===== src/rtl/config_loader_pkg.sv =====
// Shared types and default sizing for the configuration chain loader.
package config_loader_pkg;

    localparam int DEF_WORD_W    = 32;
    localparam int DEF_CHAIN_LEN = 256;

    typedef enum logic [1:0] {
        IDLE  = 2'd0,
        FETCH = 2'd1,
        SHIFT = 2'd2,
        DONE  = 2'd3
    } state_e;

endpackage


===== src/rtl/cfg_word_shifter.sv =====
// Word register with parallel load and LSB-first shift; in CAPTURE mode
// the serial input enters at the MSB so the first bit lands in bit 0.
module cfg_word_shifter #(
    parameter int W       = 32,
    parameter bit CAPTURE = 1'b0
) (
    input  logic         clk,
    input  logic         rst_n,
    input  logic         load,
    input  logic         shift,
    input  logic         sin,
    input  logic [W-1:0] din,
    output logic [W-1:0] data_nxt,
    output logic         lsb_nxt
);

    logic [W-1:0] data_q;
    logic [W-1:0] data_d;

    // next register value: load wins over shift, otherwise hold
    always_comb begin
        data_d = data_q;
        if (load) begin
            data_d = din;
        end else if (shift) begin
            data_d        = data_q >> 1;
            data_d[W-1]   = CAPTURE ? sin : 1'b0;
        end else begin
            data_d = data_q;
        end
    end

    // word register
    always_ff @(posedge clk or negedge rst_n) begin
        if (!rst_n) begin
            data_q <= {W{1'b0}};
        end else begin
            data_q <= data_d;
        end
    end

    assign data_nxt = data_d;
    assign lsb_nxt  = data_d[0];

endmodule


===== src/rtl/config_loader.sv =====
// Streams host words LSB-first into a serial programming chain of CHAIN_LEN bits.
// Optional readback of the chain tail is enabled with `define CFG_READBACK_EN.
module config_loader
    import config_loader_pkg::*;
#(
    parameter int CHAIN_LEN = DEF_CHAIN_LEN,
    parameter int WORD_W    = DEF_WORD_W
) (
    input  logic              prog_clk,
    input  logic              prog_rst_n,
    input  logic              start,
    input  logic              s_valid,
    input  logic [WORD_W-1:0] s_data,
    output logic              s_ready,
    output logic              prog_in,
    output logic              prog_en,
    input  logic              prog_out,
    output logic              busy,
    output logic              done,
    output logic              rb_valid,
    output logic [WORD_W-1:0] rb_data
);

    localparam int CNT_W = $clog2(CHAIN_LEN + 1);
    localparam int WB_W  = $clog2(WORD_W + 1);
    localparam logic [CNT_W-1:0] CNT_LOAD = CNT_W'(CHAIN_LEN);
    localparam logic [CNT_W-1:0] CNT_ONE  = CNT_W'(1);
    localparam logic [CNT_W-1:0] CNT_ZERO = CNT_W'(0);
    localparam logic [WB_W-1:0]  WB_LAST  = WB_W'(WORD_W - 1);
    localparam logic [WB_W-1:0]  WB_ONE   = WB_W'(1);
    localparam logic [WB_W-1:0]  WB_ZERO  = WB_W'(0);

    state_e            state_q, state_d;
    logic [CNT_W-1:0]  cnt_q, cnt_d;
    logic [WB_W-1:0]   wbit_q, wbit_d;
    logic              s_ready_q, s_ready_d;
    logic              prog_in_q, prog_in_d;
    logic              prog_en_q, prog_en_d;
    logic              busy_q, busy_d;
    logic              done_q, done_d;
    logic              load_s;
    logic              shift_s;
    logic              out_lsb_nxt_s;
    logic [WORD_W-1:0] out_word_unused_s;

    cfg_word_shifter #(
        .W       (WORD_W),
        .CAPTURE (1'b0)
    ) u_out_shifter (
        .clk      (prog_clk),
        .rst_n    (prog_rst_n),
        .load     (load_s),
        .shift    (shift_s),
        .sin      (1'b0),
        .din      (s_data),
        .data_nxt (out_word_unused_s),
        .lsb_nxt  (out_lsb_nxt_s)
    );

    // next state, counters, and outputs registered from the next state
    always_comb begin
        state_d = state_q;
        cnt_d   = cnt_q;
        wbit_d  = wbit_q;
        load_s  = 1'b0;
        shift_s = 1'b0;
        case (state_q)
            IDLE: begin
                if (start) begin
                    cnt_d   = CNT_LOAD;
                    state_d = FETCH;
                end else begin
                    state_d = IDLE;
                end
            end
            FETCH: begin
                if (s_valid) begin
                    load_s  = 1'b1;
                    wbit_d  = WB_ZERO;
                    state_d = SHIFT;
                end else begin
                    state_d = FETCH;
                end
            end
            SHIFT: begin
                shift_s = 1'b1;
                wbit_d  = wbit_q + WB_ONE;
                if (cnt_q != CNT_ZERO) begin
                    cnt_d = cnt_q - CNT_ONE;
                end else begin
                    cnt_d = cnt_q;
                end
                // chain completion takes priority over a word boundary
                if (cnt_q <= CNT_ONE) begin
                    state_d = DONE;
                end else if (wbit_q == WB_LAST) begin
                    state_d = FETCH;
                end else begin
                    state_d = SHIFT;
                end
            end
            DONE: begin
                state_d = IDLE;
            end
            default: begin
                state_d = IDLE;
            end
        endcase

        s_ready_d = (state_d == FETCH);
        prog_en_d = (state_d == SHIFT);
        prog_in_d = (state_d == SHIFT) & out_lsb_nxt_s;
        busy_d    = (state_d != IDLE);
        done_d    = (state_d == DONE);
    end

    // state, counters and output registers
    always_ff @(posedge prog_clk or negedge prog_rst_n) begin
        if (!prog_rst_n) begin
            state_q   <= IDLE;
            cnt_q     <= {CNT_W{1'b0}};
            wbit_q    <= {WB_W{1'b0}};
            s_ready_q <= 1'b0;
            prog_in_q <= 1'b0;
            prog_en_q <= 1'b0;
            busy_q    <= 1'b0;
            done_q    <= 1'b0;
        end else begin
            state_q   <= state_d;
            cnt_q     <= cnt_d;
            wbit_q    <= wbit_d;
            s_ready_q <= s_ready_d;
            prog_in_q <= prog_in_d;
            prog_en_q <= prog_en_d;
            busy_q    <= busy_d;
            done_q    <= done_d;
        end
    end

    assign s_ready = s_ready_q;
    assign prog_in = prog_in_q;
    assign prog_en = prog_en_q;
    assign busy    = busy_q;
    assign done    = done_q;

`ifdef CFG_READBACK_EN
    logic [WORD_W-1:0] cap_nxt_s;
    logic              cap_lsb_unused_s;
    logic              rb_valid_q, rb_valid_d;
    logic [WORD_W-1:0] rb_data_q, rb_data_d;
    logic [WB_W-1:0]   rb_pad_s;

    // every SHIFT cycle is a prog_en cycle, so the tail is sampled on the same edges
    cfg_word_shifter #(
        .W       (WORD_W),
        .CAPTURE (1'b1)
    ) u_rb_shifter (
        .clk      (prog_clk),
        .rst_n    (prog_rst_n),
        .load     (1'b0),
        .shift    (shift_s),
        .sin      (prog_out),
        .din      ({WORD_W{1'b0}}),
        .data_nxt (cap_nxt_s),
        .lsb_nxt  (cap_lsb_unused_s)
    );

    // a partial final word sits in the upper bits; shift it down to zero-pad
    always_comb begin
        rb_valid_d = 1'b0;
        rb_data_d  = rb_data_q;
        rb_pad_s   = WB_LAST - wbit_q;
        if (shift_s && ((wbit_q == WB_LAST) || (cnt_q == CNT_ONE))) begin
            rb_valid_d = 1'b1;
            rb_data_d  = cap_nxt_s >> rb_pad_s;
        end else begin
            rb_valid_d = 1'b0;
        end
    end

    // readback output registers
    always_ff @(posedge prog_clk or negedge prog_rst_n) begin
        if (!prog_rst_n) begin
            rb_valid_q <= 1'b0;
            rb_data_q  <= {WORD_W{1'b0}};
        end else begin
            rb_valid_q <= rb_valid_d;
            rb_data_q  <= rb_data_d;
        end
    end

    assign rb_valid = rb_valid_q;
    assign rb_data  = rb_data_q;
`else
    logic prog_out_unused_s;

    assign prog_out_unused_s = prog_out;
    assign rb_valid          = 1'b0;
    assign rb_data           = {WORD_W{1'b0}};
`endif

endmodule


===== config.mk =====
export PLATFORM = sky130hd
export DESIGN_NAME = config_loader
export DESIGN_NICKNAME = d
export VERILOG_FILES = /design/src/rtl/config_loader_pkg.sv /design/src/rtl/cfg_word_shifter.sv /design/src/rtl/config_loader.sv
export SDC_FILE = /design/constraint.sdc
export NUM_CORES = 1
export LEC_CHECK = 0
export CAP_MARGIN = 15
export CORE_MARGIN = 3
export CORE_UTILIZATION = 45
export CTS_BUF_LIST = sky130_fd_sc_hd__clkbuf_4 sky130_fd_sc_hd__clkbuf_8 sky130_fd_sc_hd__clkbuf_16
export CTS_CLUSTER_DIAMETER = 30
export DETAILED_ROUTE_END_ITERATION = 16
export PLACE_DENSITY = 0.76
export SYNTH_ARGS = -nofsm -noshare
export SYNTH_HDL_FRONTEND = slang
export SYNTH_SLANG_ARGS = --single-unit

===== constraint.sdc =====
create_clock -name prog_clk -period 5.1 [get_ports prog_clk]
set_input_delay 1.53 -clock prog_clk [delete_from_list [all_inputs] [get_ports prog_clk]]
set_output_delay 1.53 -clock prog_clk [all_outputs]
set_load 0.01 [all_outputs]

==> reports/results.ini, run 1 <==
[drt]
ant_nets = 0
m1WireLength_um = 2320
met2_length_um = 2490
wirelength_um = 5160
drc = 0
top_layer_used = met4
vias = 2034
viasPerCell = 5.10
dr.pass1.iters = 4
wl_met3_um = 287
routedWlPerCell_um = 12.9
drtIter0Drc = 151

[final_layout]
finalNetCount = 367
area_delta_synth_final_pct = 16.0
diodes = 0
layoutNonFillerInstCount = 399
design_area_sq_um = 3160
drive_gt1_frac = 0.0612

[worst_setup_path]
worstReg2RegStart = state_q[1]
path_class = in -> reg
worstPathArrival_ns = 3.32
critPathMaxFanout = 40
reg2reg_depth = 6
r2r_setup_slack_ns = 3.14
worstSetupEndpointType = flop
critPathLaunchType = primary input
timing.rr.end = u_out_shifter.data_q[16]
worstPathRequired_ns = 5.35

[worst_hold_path]
holdPathStages = 2
hold_start = u_out_shifter.data_q[2]
hp-class = reg -> reg
whs_endpoint = u_out_shifter.data_q[2]

[die]
start_util = 0.480
coreArea_sq_um = 5680
die_w_um = 83.8
ioPinCount = 75
die_area_sq_um = 7020
fp.dieH_um = 83.8
row_count = 27

[clock_tree]
cts_setup_buffers = 0
ctsResizeCount = 0
ctsRootBufferMaster = clkbuf_8
clk_latency_ns = 0.31
cts_htree_levels = 2
cts_hold_buffers = 0
clk_path_buf_depth = 2
cts.sinks = 54
clk_pin_slew_ns = 0.10
cts_tree = yes
cts_buffers = 5

[sta]
worst_slew_pin_slew_ns = 0.510
period_share = 0.602
fmax_mhz = 326
period_needed_ns = 3.07
skew_ns = 0.00940
finalSetupTns_ns = 0
hold_viol_final = 0
rsz0062_at_grt = false
hold-worst-slack_ns = 0.483
final-setup-viol-count = 0
maxSlewViolCount = 0
slew_headroom = 0.660

[synthesis]
syn_area_per_cell_sq_um = 9.42
ys_warn_count = 0
synth_area_sq_um = 2720
async_flop_share = 1.00
synthDistinctLibCells = 43
synth_edf_count = 0
ys_seq_area_frac = 0.496
synthCells = 289
synth_top_flop_cell = dfrtp_1
ys_ff_latch = 54

[placement]
gp_congestion = 0.745
placed_area_sq_um = 3060
place_hpwl_um = 3640
io_buffers = 40
post-place-cells = 391

[global_route]
antenna_found_initial = 0
grt_max_degree = 41
grt_overflow_total = 0
grt_pass1_vias = 2003
grt_use_total = 0.150
grt_pass1_wl_um = 8860

[run]
maxCapViolations = 0

[pwr]
combPwrFrac = 0.392
finalPower_mw = 1.62
power_leakage_nw = 1.48
clkPwrFrac = 0.156
switchingPower_uw = 636
peakVddDrop_uv = 248
p_seq_frac = 0.452
p_int_uw = 981
powerDensity_nw_per_um2 = 512
switching_share = 0.393

[run_status]
outcome = completed

-- flip-flops by register name (all words and copies together), names as in the netlist --
register and count:
wbit_q 6, busy 1, prog_en 1, prog_in 1
state_q 2, cnt_q 9, s_ready 1, done 1
u_out_shifter.data_q 32
-- final cells by class --
class | count | area [sq um]
sequential | 54 | 1350
tap | 72 | 90.1
fill | 507 | 2520
multi-input combinational | 219 | 1180
clock inverter | 2 | 16.3
clock buffer | 6 | 82.6
inverter | 2 | 7.51
timing repair buffer | 44 | 425
-- per-layer routing --
| layer | global-route usage | up-vias |
|---|---|---|
| li1 | - | 1004 |
| met1 | 0.195 | 962 |
| met2 | 0.250 | 63 |
| met3 | 0.0326 | 5 |
| met4 | 0.0482 | 0 |
| met5 | 0 | - |
-- cell usage after synthesis (2+ instances only) --
library cell  number  area [sq um]
a21oi_1            6          30.0
o31ai_1            2          15.0
or3_1              5          31.3
nand3_1            5          25.0
or4_1              2          15.0
clkbuf_1           5          18.8
ha_1               4          50.1
nor3_1             2          10.0
nand2b_1           5          31.3
inv_1              2          7.51
nor2_1             9          33.8
dfrtp_1           54          1350
buf_4             33           248
nand2_1           76           285
xor2_1             2          17.5
buf_1              2          7.51
mux2i_1            2          20.0
a21o_1             2          15.0
o21ai_0           13          65.1
buf_2              6          30.0
a22oi_1           30           225
-- cells by family after synthesis --
family | synth area share
simple gates | 0.193
compound gates | 0.163
flops | 0.496
buf+inv | 0.114
fa+ha+maj | 0.0184
xor+xnor | 0.00643
mux | 0.00735
other cells | 0.00138
-- worst max path at each step --
| stage | start | endpoint | slack (ns) | depth (start not counted) |
|---|---|---|---|---|
| after floorplan | start | cnt_q[7] | 2.59 | 4 |
| after global placement | s_valid | u_out_shifter.data_q[19] | 1.73 | 7 |
| after detailed placement | s_valid | u_out_shifter.data_q[18] | 1.72 | 7 |
| after CTS | s_valid | u_out_shifter.data_q[18] | 2.04 | 7 |
| after global routing | s_valid | u_out_shifter.data_q[11] | 1.90 | 7 |
| final | s_valid | u_out_shifter.data_q[16] | 2.03 | 7 |
-- cells in the final DEF (no fill, tap or decap), types with 4 or more instances in the layout --
master	Yosys	layout
buf_4	33	4
nand2_1	76	76
a22oi_1	30	30
dfrtp_1	54	54
clkdlybuf4s50_1	0	39
or3_1	5	5
nand3_1	5	5
nand2b_1	5	5
clkbuf_8	0	6
a21oi_1	6	6
nor2_1	9	8
ha_1	4	4
o21ai_0	13	13
conb_1	1	33
-- critical path: stages --
cell and delay (ns):
clkdlybuf4s50_1 0.42, and3b_1 0.18, buf_4 0.25, nor2_2 0.42, buf_4 0.34, nand2_1 0.08, nand2_1 0.08
-- power groups by stage --
| stage | logic, mW | registers (mW) | clock network (mW) |
|---|---|---|---|
| final | 0.634 | 0.730 | 0.252 |
| after global routing | 0.724 | 0.756 | 0.283 |
| after CTS | 0.639 | 0.728 | 0.264 |
| after detailed placement | 0.639 | 0.736 | 0 |
| after global placement | 0.611 | 0.727 | 0 |
| after floorplan | 0.498 | 0.707 | 0 |
-- metrics by stage --
step / util / setup slack, ns
finish: 0.556 / 2.03
global route: 0.556 / 1.90
CTS: 0.556 / 2.04
detailed placement: 0.539 / 1.72
global placement: 0.539 / 1.73
floorplan: - / 2.59
Power figures use the tool's default switching activity.
==> run 2: changes to the inputs <==
CORE_UTILIZATION = 43   (was 45)
clock period = 2.7 ns   (was 5.1 ns; I/O delays follow)
==> run 2 against run 1 <==
  * Final area unchanged
  * Clock skew barely moved
  * Combinational power grew 88%
  * Highest routed layer unchanged
  * Register-to-register slack worse by 2.4 ns
  * Critical path depth shrank 1
  * Flip-flop and latch count unchanged
  * Largest cell class unchanged
  * Hold slack worse by 0.0057 ns
  * Final cell count up 0.75%
  * Non-clock buffer count is the same
==> reports/results.ini, run 2 (synthesis results as in run 1) <==
[run_status]
outcome = completed

[drt]
top_layer_used = met4
viasPerCell = 4.99
vias = 2005
m1WireLength_um = 2330
drtIter0Drc = 135
wl_met3_um = 290
drc = 0
dr.pass1.iters = 4
wirelength_um = 5010
met2_length_um = 2300
ant_nets = 0
routedWlPerCell_um = 12.5

[clock_tree]
cts_tree = yes
cts_buffers = 5
cts_hold_buffers = 0
cts_setup_buffers = 0
cts.sinks = 54
clk_path_buf_depth = 2
cts_htree_levels = 2
ctsResizeCount = 0
clk_pin_slew_ns = 0.10
ctsRootBufferMaster = clkbuf_8
clk_latency_ns = 0.30

[die]
die_area_sq_um = 7320
die_w_um = 85.6
ioPinCount = 75
coreArea_sq_um = 6030
start_util = 0.452
row_count = 28
fp.dieH_um = 85.6

[placement]
gp_congestion = 0.742
placed_area_sq_um = 3060
post-place-cells = 394
io_buffers = 40
place_hpwl_um = 3360
pre_cts_slack_ns = 0.0160

[pwr]
switchingPower_mw = 1.17
p_int_mw = 1.85
combPwrFrac = 0.393
switching_share = 0.389
powerDensity_nw_per_um2 = 957
p_seq_frac = 0.454
peakVddDrop_uv = 658
clkPwrFrac = 0.152
power_leakage_nw = 1.48

[global_route]
grt_pass1_wl_um = 8340
grt_pass1_vias = 1836
antenna_found_initial = 0
grt_overflow_total = 0
grt_max_degree = 55
grt_use_total = 0.141

[final_layout]
design_area_sq_um = 3160
layout_commonest_cell = nand2_1
layoutNonFillerInstCount = 402
mostFrequentLayoutCells = nand2_1, dfrtp_1, clkdlybuf4s50_1, conb_1, a22oi_1
largest_register_ffs = 32
largest-register = u_out_shifter.data_q
reg.largest.list = u_out_shifter.data_q x32, cnt_q x9, wbit_q x6
post-route-util = 0.524
finalNetCount = 367
n_fill_cell = 578
area_delta_synth_final_pct = 16.0
diodes = 0
drive_gt1_frac = 0.0612

[sta]
finalSetupTns_ns = 0
rsz0062_at_grt = false
period_share = 0.868
worst_slew_pin_slew_ns = 0.936
hold_viol_final = 0
period_needed_ns = 2.34
final-setup-viol-count = 0
skew_ns = 0.00908
fmax_mhz = 427
maxSlewViolCount = 0
setup_ws_ns = 0.357
slew_headroom = 0.375

[worst_setup_path]
crit_start = s_valid
worstSetupEndpoint = u_out_shifter.data_q[16]
worstReg2RegStart = state_q[1]
path_class = in -> reg
worstPathArrival_ns = 2.58
worstPathRequired_ns = 2.94
r2r_setup_slack_ns = 0.75
timing.rr.end = u_out_shifter.data_q[16]
critPathLaunchType = primary input
reg2reg_depth = 5
critPathMaxFanout = 23
worstSetupEndpointType = flop

[worst_hold_path]
hp-class = reg -> reg
holdPathStages = 1

[run]
maxCapViolations = 0

[run 2: worst min-delay path by stage]
| stage | from | to | slack, ns |
|---|---|---|---|
| after CTS | wbit_q[5] | wbit_q[5] | 0.48 |
| final | wbit_q[5] | wbit_q[5] | 0.48 |
| after floorplan | wbit_q[5] | wbit_q[5] | 0.44 |
| after detailed placement | u_out_shifter.data_q[21] | u_out_shifter.data_q[21] | 0.47 |
| after global routing | u_out_shifter.data_q[8] | u_out_shifter.data_q[8] | 0.51 |
| after global placement | u_out_shifter.data_q[5] | u_out_shifter.data_q[5] | 0.46 |
[run 2: worst max-delay path, stage by stage]
cell and delay, ns:
clkdlybuf4s50_1 0.41, and3b_1 0.20, nor2_2 0.71, buf_4 0.31
nand2_1 0.07, nand2_1 0.06
[run 2: final cells by class]
class                           instances  area, sq um  share of cell area
Sequential cell                        54         1350               0.428
Multi-Input combinational cell        219         1180               0.375
Timing Repair Buffer                   44          425               0.135
Tap cell                               75         93.8              0.0297
Clock buffer                            6         82.6              0.0261
Clock inverter                          2         12.5             0.00396
Inverter                                2         7.51             0.00238
[run 2: metrics by stage]
stage          hold slack (ns)  power (mW)
6_report                 0.477        3.02
3_5_place_dp             0.467        2.59
4_1_cts                  0.483        3.05
2_1_floorplan            0.443        2.28
5_1_grt                  0.511        3.31
3_3_place_gp             0.458        2.53
[run 2: layer usage]
| metal | vias up | GRT usage |
|---|---|---|
| li1 | 1002 | - |
| met1 | 934 | 0.199 |
| met2 | 62 | 0.217 |
| met3 | 7 | 0.0259 |
| met4 | 0 | 0.0518 |
| met5 | - | 0 |
[run 2: power groups by stage]
| stage | logic, mW | clock network, mW | registers (mW) |
|---|---|---|---|
| 2_1_floorplan | 0.940 | 0 | 1.34 |
| 3_3_place_gp | 1.16 | 0 | 1.38 |
| 3_5_place_dp | 1.20 | 0 | 1.39 |
| 4_1_cts | 1.20 | 0.476 | 1.37 |
| 5_1_grt | 1.37 | 0.513 | 1.43 |
| 6_report | 1.19 | 0.461 | 1.37 |
